===== src/rtl/pad_responder_if.sv =====
// pad_if: DualShock serial link pins; the host is master and the pad is slave.
interface pad_if;
  logic pad_clk;
  logic att_n;
  logic cmd;
  logic dat;
  logic dat_oe;
  logic ack_n;
  modport master (output pad_clk, att_n, cmd, input dat, dat_oe, ack_n);
  modport slave (input pad_clk, att_n, cmd, output dat, dat_oe, ack_n);
endinterface


===== src/rtl/pad_responder.sv =====
// pad_responder: DualShock digital pad emulator; define PAD_RESPONDER_ANALOG_EN for the 9-byte analog reply with sticks.
module pad_responder #(
  parameter logic [7:0] PAD_ID = 8'h41,
  parameter int ACK_DELAY = 500,
  parameter int ACK_WIDTH = 100
) (
  input  logic clk_50mhz,
  input  logic rst_n,
  pad_if.slave pad,
  input  logic [15:0] buttons,
`ifdef PAD_RESPONDER_ANALOG_EN
  input  logic [31:0] sticks,
`endif
  output logic poll_strobe
);
`ifdef PAD_RESPONDER_ANALOG_EN
  localparam logic [7:0] ID = 8'h73;
  localparam logic [3:0] LAST = 4'd8;
`else
  localparam logic [7:0] ID = PAD_ID;
  localparam logic [3:0] LAST = 4'd4;
`endif
  localparam int CMAX_I = ACK_DELAY > ACK_WIDTH ? ACK_DELAY : ACK_WIDTH;
  localparam int CW = $clog2(CMAX_I + 1);
  localparam logic [CW-1:0] CMAX = CW'(CMAX_I);
  localparam logic [CW-1:0] DLY_END = CW'(ACK_DELAY - 1);
  localparam logic [CW-1:0] WID_END = CW'(ACK_WIDTH - 1);
  typedef enum logic [2:0] {IDLE, SHIFT, ACK_WAIT, ACK_PULSE, IGNORE, DONE} state_t;
  state_t state;
  logic [2:0] clk_s, att_s;
  logic [1:0] cmd_s;
  logic [7:0] tx;
  logic [6:0] rx;
  logic [2:0] bit_cnt;
  logic [3:0] byte_idx;
  logic [CW-1:0] cnt;
  logic [15:0] btn_l;
`ifdef PAD_RESPONDER_ANALOG_EN
  logic [31:0] stk_l;
`endif
  logic pc_rise, pc_fall, att_rise, att_fall, hdr_ok;
  logic [7:0] rx_byte;
  assign pc_rise = clk_s[1] & ~clk_s[2];
  assign pc_fall = ~clk_s[1] & clk_s[2];
  assign att_rise = att_s[1] & ~att_s[2];
  assign att_fall = ~att_s[1] & att_s[2];
  assign rx_byte = {cmd_s[1], rx};
  assign hdr_ok = !((byte_idx == 4'd0 && rx_byte != 8'h01) || (byte_idx == 4'd1 && rx_byte != 8'h42));
  function automatic logic [7:0] reply(input logic [3:0] i);
    case (i)
      4'd1: reply = ID;
      4'd2: reply = 8'h5A;
      4'd3: reply = btn_l[7:0];
      4'd4: reply = btn_l[15:8];
`ifdef PAD_RESPONDER_ANALOG_EN
      4'd5: reply = stk_l[7:0];
      4'd6: reply = stk_l[15:8];
      4'd7: reply = stk_l[23:16];
      4'd8: reply = stk_l[31:24];
`endif
      default: reply = 8'hFF;
    endcase
  endfunction
  // two-flop synchronizers plus one history flop for edge detection on pad_clk and att_n
  always_ff @(posedge clk_50mhz or negedge rst_n) begin
    if (!rst_n) begin
      clk_s <= 3'b111;
      att_s <= 3'b111;
      cmd_s <= 2'b11;
    end else begin
      clk_s <= {clk_s[1:0], pad.pad_clk};
      att_s <= {att_s[1:0], pad.att_n};
      cmd_s <= {cmd_s[0], pad.cmd};
    end
  end
  // poll sequencer: shifts bytes, times the acknowledge, aborts whenever attention is released
  always_ff @(posedge clk_50mhz or negedge rst_n) begin
    if (!rst_n) begin
      state <= IDLE;
      tx <= 8'hFF;
      rx <= '0;
      bit_cnt <= '0;
      byte_idx <= '0;
      cnt <= '0;
      btn_l <= '1;
`ifdef PAD_RESPONDER_ANALOG_EN
      stk_l <= '0;
`endif
      pad.dat <= 1'b1;
      pad.dat_oe <= 1'b0;
      pad.ack_n <= 1'b1;
      poll_strobe <= 1'b0;
    end else begin
      poll_strobe <= 1'b0;
      if (att_rise) begin
        state <= IDLE;
        bit_cnt <= '0;
        byte_idx <= '0;
        cnt <= '0;
        pad.dat <= 1'b1;
        pad.dat_oe <= 1'b0;
        pad.ack_n <= 1'b1;
      end else begin
        case (state)
          IDLE: if (att_fall) begin
            btn_l <= buttons;
`ifdef PAD_RESPONDER_ANALOG_EN
            stk_l <= sticks;
`endif
            tx <= 8'hFF;
            bit_cnt <= '0;
            byte_idx <= '0;
            pad.dat <= 1'b1;
            pad.dat_oe <= 1'b1;
            state <= SHIFT;
          end
          SHIFT: begin
            if (pc_fall) pad.dat <= tx[bit_cnt];
            if (pc_rise) begin
              rx <= rx_byte[7:1];
              bit_cnt <= bit_cnt + 3'd1;
              if (bit_cnt == 3'd7) begin
                if (!hdr_ok) begin
                  pad.dat_oe <= 1'b0;
                  state <= IGNORE;
                end else if (byte_idx == LAST) begin
                  pad.dat_oe <= 1'b0;
                  poll_strobe <= 1'b1;
                  state <= DONE;
                end else begin
                  tx <= reply(byte_idx + 4'd1);
                  byte_idx <= byte_idx + 4'd1;
                  cnt <= '0;
                  state <= ACK_WAIT;
                end
              end
            end
          end
          ACK_WAIT: begin
            if (pc_fall) begin
              pad.dat <= tx[bit_cnt];
              state <= SHIFT;
            end else if (cnt == DLY_END) begin
              pad.ack_n <= 1'b0;
              cnt <= '0;
              state <= ACK_PULSE;
            end else cnt <= (cnt == CMAX) ? cnt : cnt + 1'b1;
          end
          ACK_PULSE: begin
            if (pc_fall) begin
              pad.ack_n <= 1'b1;
              pad.dat <= tx[bit_cnt];
              state <= SHIFT;
            end else if (cnt == WID_END) begin
              pad.ack_n <= 1'b1;
              state <= SHIFT;
            end else cnt <= (cnt == CMAX) ? cnt : cnt + 1'b1;
          end
          default: ;
        endcase
      end
    end
  end
endmodule

===== src/flat_wrapper.sv =====
// flat-port wrapper written by rule: the top's interface ports become plain ports
module pad_responder_flat 
#(
  parameter logic [7:0] PAD_ID = 8'h41,
  parameter int ACK_DELAY = 500,
  parameter int ACK_WIDTH = 100
)
  (clk_50mhz, rst_n, buttons, poll_strobe, pad_pad_clk, pad_att_n, pad_cmd, pad_dat, pad_dat_oe, pad_ack_n);
  pad_if pad_i ();
  input  logic clk_50mhz;
  input  logic rst_n;
  input  logic [15:0] buttons;
  output logic poll_strobe;
  input wire logic [$bits(pad_i.pad_clk)-1:0] pad_pad_clk;
  input wire logic [$bits(pad_i.att_n)-1:0] pad_att_n;
  input wire logic [$bits(pad_i.cmd)-1:0] pad_cmd;
  output wire logic [$bits(pad_i.dat)-1:0] pad_dat;
  output wire logic [$bits(pad_i.dat_oe)-1:0] pad_dat_oe;
  output wire logic [$bits(pad_i.ack_n)-1:0] pad_ack_n;
  assign pad_i.pad_clk = pad_pad_clk;
  assign pad_i.att_n = pad_att_n;
  assign pad_i.cmd = pad_cmd;
  assign pad_dat = pad_i.dat;
  assign pad_dat_oe = pad_i.dat_oe;
  assign pad_ack_n = pad_i.ack_n;
  pad_responder #(.PAD_ID(PAD_ID), .ACK_DELAY(ACK_DELAY), .ACK_WIDTH(ACK_WIDTH)) u_core (.clk_50mhz(clk_50mhz), .rst_n(rst_n), .pad(pad_i), .buttons(buttons), .poll_strobe(poll_strobe));
endmodule

===== config.mk =====
export PLATFORM = sky130hd
export DESIGN_NAME = pad_responder_flat
export DESIGN_NICKNAME = d
export VERILOG_FILES = /design/src/rtl/pad_responder_if.sv /design/src/rtl/pad_responder.sv /design/src/flat_wrapper.sv
export SDC_FILE = /design/constraint.sdc
export NUM_CORES = 1
export LEC_CHECK = 0
export BUFFER_PORTS_ARGS = -buffer_cell sky130_fd_sc_hd__buf_2
export CAP_MARGIN = 20
export CORE_ASPECT_RATIO = 0.6
export CORE_MARGIN = 10
export CORE_UTILIZATION = 34
export CTS_CLUSTER_DIAMETER = 120
export DETAILED_ROUTE_END_ITERATION = 16
export GPL_TIMING_DRIVEN = 0
export PLACE_DENSITY = 0.53
export SYNTH_ARGS = -nofsm -noshare
export SYNTH_HDL_FRONTEND = slang
export SYNTH_SLANG_ARGS = --single-unit

===== constraint.sdc =====
create_clock -name clk_50mhz -period 5.33 [get_ports clk_50mhz]
set_input_delay 0.2665 -clock clk_50mhz [delete_from_list [all_inputs] [get_ports clk_50mhz]]
set_output_delay 0.2665 -clock clk_50mhz [all_outputs]
set_load 0.01 [all_outputs]

# Word-level counts from Yosys, hierarchy flattened

Cells that the tools add are included.

Register bits after elaboration: 62
Input bits: 21
Output and inout bits: 4
Word-level logic and storage cells: 146

Add/sub/neg operators: 3
$lt $le $gt $ge: 1
Equal/unequal tests: 33
Multiplexer cells: 64
Bitwise logic cells: 9
Reduce and logical (&&, ||, !) cells: 22

Operator list:

| operator            | count |
|---|---|
| $mux 9              | 10 |
| $mux 8              | 5 |
| $mux 3              | 13 |
| $pmux 8 s4          | 1 |
| $pmux 9 s3          | 1 |
| $mux 4              | 6 |
| $mux 1              | 20 |
| $eq 9x9->1 const B  | 2 |
| $pmux 8 s2          | 1 |
| $ne 3x1->1 const B  | 5 |
| $ne 4x1->1 const B  | 3 |
| $pmux 3 s4          | 1 |
| $reduce_and 3->1    | 4 |
| $reduce_and 6->1    | 2 |
| $add 9x1->9 const B | 1 |
| $eq 9x7->1 const B  | 1 |
| $ne 3x2->1 const B  | 3 |
| $reduce_bool 3->1   | 3 |
| $eq 4x1->1 const B  | 2 |
| $eq 4x2->1 const B  | 2 |
| $eq 4x3->1 const B  | 2 |
| $ne 8x1->1 const B  | 1 |
| $ne 8x7->1 const B  | 1 |
| $pmux 4 s2          | 1 |
| other kinds (26)    | 41 |

# Depth between registers and ports, before layout

Word-level depth: 8
Depth in mapped cells: 8
Gate-level depth less buffers: 7

# Worst setup path after synthesis

Ideal clock, no wire load.

Path type: register to register
From: register u_core.byte_idx[0]
To: register u_core.cnt[1]
Setup time: 0.079 ns
Data arrival time: 1.925 ns
Required time: 5.251 ns
Slack: 3.325 ns
Stages on the path, launching flop included: 9
Buffers on the path: 1
Period minus slack after synthesis: 2.005 ns
Path through: dfrtp_1 inv_1 ha_1 nor4bb_1 o211ai_1 a21oi_2 o21a_1 buf_6 mux2i_1

Word-level cells in the longest chain between the ends: 5
Elaborated cells on any way between the ends: 9
Classes of those cells: 4 x eq/ne; 5 x reduce/logical

RTL lines:

| element                                       | line                 | source |
|---|---|---|
| start: declaration                            | pad_responder.sv:35  | `logic [3:0] byte_idx;` |
| start signal: assignment                      | pad_responder.sv:132 | `byte_idx <= byte_idx + 4'd1;` |
| $eq 4x1->1 or $logic_not 4->1 (tied branches) | pad_responder.sv:48  | `assign hdr_ok = !((byte_idx == 4'd0 && rx_byte != 8'h01) \|\| (byte_idx == 4'd1 && rx_byte != 8'h42));` |
| $logic_and 1x1->1                             | pad_responder.sv:48  |  |
| $logic_or 1x1->1                              | pad_responder.sv:48  |  |
| $ne 3x2->1 (no line)                          | n/a                  |  |
| $reduce_and 8->1 (no line) (*)                | n/a                  |  |
| end signal: assignment                        | pad_responder.sv:147 | `end else cnt <= (cnt == CMAX) ? cnt : cnt + 1'b1;` |
| end signal: assignment                        | pad_responder.sv:157 | `end else cnt <= (cnt == CMAX) ? cnt : cnt + 1'b1;` |
| end: declaration                              | pad_responder.sv:36  | `logic [CW-1:0] cnt;` |

Every way passes the cells marked *; elsewhere a longest branch is shown, timed or not.
A chain may end at the register's enable or synchronous reset.

# Worst setup path after layout

Ends and elaborated chain as after synthesis.

==> reports/metrics.yaml <==
sta:
  relSlewSlack_pct: 47.3
  fin_crit_ps: 2480
  tightest_slew_ps: 791
  finalMaxSlewViolations: 0
  final-setup-viol-count: 0
  fmax_ghz: 0.403
  rsz0062_at_grt: "no"
  setup_tns_ps: 0
  post-route-period-util_pct: 46.6
  fin_skew_ps: 5.42
  finalHoldViolations: 0
finish:
  antennaDiodeCount: 0
  final_common_cell: "dfstp_2"
  final_cell_mix: "dfstp_2 (34), buf_2 (33), dfrtp_1 (28), mux2_2 (24), nand2_1 (19)"
  finalNonFillerCells: 473
  syn2layout_area_growth_pct: 16.9
  drive_above_1_share_pct: 34.4
  fin_nets: 369
floorplanning:
  rows: 27
  die_area_mm2: 0.0141
  io_pins: 25
  coreArea_mm2: 0.00929
  initial_core_util_pct: 35.3
  die_x_um: 147
  chipHeight_um: 96.1
grt:
  grt_max_degree: 63
  grt-ovfl-total: 0
  antenna_found_initial: 0
  busiest_layer: "met1"
  grt_pass1_vias: 2482
  grt.met3_usage_pct: 3.93
  grt_pass1_wl_um: 13100
  grtUsageMet2_pct: 14.4
  grtUsageTotal_pct: 11.7
  grtUsageMet1_pct: 18.2
yosys:
  synth_warnings: 0
  syn_nets: 334
  syn_area_mm2: 0.00328
  synth-seq-area-share_pct: 48.6
  synth_flop_cell: "dfstp_2"
  synth-simple-area-share_pct: 16.1
  synth_seq_cells: 62
  synth_edf_count: 0
  synth_cell_type_count: 59
  syn_area_per_cell_um2: 10.8
  synth.mux.area_fraction_pct: 10.2
  synth_xor_area_share_pct: 0
  synth_compound_area_share_pct: 16.9
  synth_top_family_by_area: "compound AO/OA/AOI/OAI gates"
  ys_async_sr_fraction_pct: 100
  syn-instance-count: 303
  synthAdderAreaFrac_pct: 3.81
setup_path:
  slowest_stage: "dfrtp_1"
  critPathLaunchType: "flip-flop"
  cp_slowest_stage_delay_ps: 500
  cp.arrival_ps: 2730
  startpoint: "u_core.byte_idx[0]"
  criticalPathCategory: "flip-flop to flip-flop"
  critPathCaptureType: "flip-flop"
  timing.rr.start: "u_core.byte_idx[0]"
  cp.required_ps: 5580
  cp_max_fo: 9
  crit_chain: "inv_1 > ha_1 > nor4bb_1 > o211ai_1 > a21oi_2 > o21a_1 > buf_6 > mux2i_1"
power_and_ir_drop:
  power_density_mw_per_mm2: 331
  p_leak_nw: 1.59
  power_w: 0.00127
  irDropWorstVdd_mv: 0.179
cts:
  hold_buffers: 0
  root_buffer: "clkbuf_16"
  numCtsBuffers: 9
  insertion_delay_ps: 330
  cts_max_path_buffers: 2
  cts_sinks: 62
  cts_resized: 0
  cts.clk_slew.worst_paths_ps: 50
  cts_tree: "built"
  htree_num_levels: 3
  post_cts_buffers: 0
job:
  cap_violations: 0
drt:
  ant_nets: 0
  drt_first_iter_violations: 111
  wirelength_um: 7750
  first_pass_iters: 6
  route.detailed.drc: 0
  via_count: 2459
  drt-wirelength-per-cell_um: 16.4
  vias_per_cell: 5.20
placed_design:
  hpwl_um: 5600
  place_congestion: 0.794
  portBuffers: 24
  place_inst: 457
status:
  status: "finished clean"
hold_path:
  hp-class: "input port to async pin"
## registers in the layout, indices dropped and copies added (netlist names)
register and flops:
u_core.pad.dat_oe 1, u_core.pad.dat 1, u_core.btn_l 16, u_core.bit_cnt 3
u_core.poll_strobe 1, u_core.pad.ack_n 1, u_core.tx 8, u_core.rx 7
u_core.cnt 9, u_core.byte_idx 4, u_core.cmd_s 2, u_core.clk_s 3
u_core.att_s 3, u_core.state 3
## area by class of cell
class                      instances  area [um2]
clock inverter                     4        22.5
fill                             925        5450
tap                              130         163
clock buffer                      12         246
buffer                            16        91.3
timing repair buffer              24         123
multi-input combinational        211        1540
inverter                          14        52.6
sequential                        62        1590
## cell usage after synthesis (3+ instances only)
| cell type | instances | area, um2 |
|---|---|---|
| a211oi_1 | 3 | 22.5 |
| a21o_1 | 4 | 30.0 |
| a21oi_1 | 9 | 45.0 |
| a22oi_1 | 9 | 67.6 |
| a31oi_1 | 8 | 50.1 |
| and2_1 | 3 | 18.8 |
| and3_1 | 7 | 43.8 |
| buf_2 | 10 | 50.1 |
| clkbuf_1 | 3 | 11.3 |
| dfrtp_1 | 28 | 701 |
| dfstp_2 | 34 | 893 |
| ha_1 | 10 | 125 |
| inv_1 | 14 | 52.6 |
| mux2_2 | 24 | 270 |
| nand2_1 | 19 | 71.3 |
| nand2b_1 | 5 | 31.3 |
| nand3_1 | 14 | 70.1 |
| nor2_1 | 14 | 52.6 |
| nor2b_1 | 4 | 25.0 |
| nor3_1 | 11 | 55.1 |
| o211ai_1 | 9 | 67.6 |
| o21ai_0 | 10 | 50.1 |
| o31ai_1 | 3 | 22.5 |
## metrics by stage
stage | hold WS, ps | utilization (%) | setup WS, ps | area, um2
global placement | 347 | 38.4 | 2930 | 3560
global route | 25.2 | 41.3 | 2690 | 3840
floorplan | -29.1 | - | 3330 | 3280
finish | 5.23 | 41.3 | 2850 | 3840
detailed placement | 347 | 38.4 | 2870 | 3570
CTS | 27.4 | 41.3 | 2850 | 3840
## report_power, final
group | switching [W] | internal, W | total [W]
Clock | 0.000202 | 0.000324 | 0.000527
Sequential | 0.0000407 | 0.000556 | 0.000597
Combinational | 0.0000725 | 0.0000745 | 0.000147
## worst max-delay path: cells and delay by family (launching register included)
kind                       cells  cell delay [ps]
buffers and inverters          2              280
AOI/OAI and AO/OA              3              870
and+or+nand+nor                1              310
DFF                            1              500
muxes                          1              180
adders and majority gates      1              260
## routing by layer
metal / wire length, um / share of wire [%]
met1: 4500 / 58
met2: 2850 / 37
met3: 318 / 4.1
met4: 77 / 0.99
met5: 0 / 0
## worst paths after layout
check,end,slack [ps],depth (start not counted)
hold / removal,u_core.byte_idx[1],5,1
setup / recovery,u_core.cnt[1],2850,8
max in group asynchronous,u_core.state[1],4770,1
min in group clk_50mhz,u_core.cmd_s[0],40,1
setup reg to reg,u_core.cnt[1],2850,8
hold reg to reg,u_core.cmd_s[1],350,0
## cells by family (layout without fill, tap and decap cells)
kind of cell	count (synthesis)	count (layout)
simple gates	96	96
compound gates	77	77
flops	62	62
buf+inv	30	70
mux	28	28
fa+ha+maj	10	10
No activity file was read; power rests on OpenSTA's default activity.
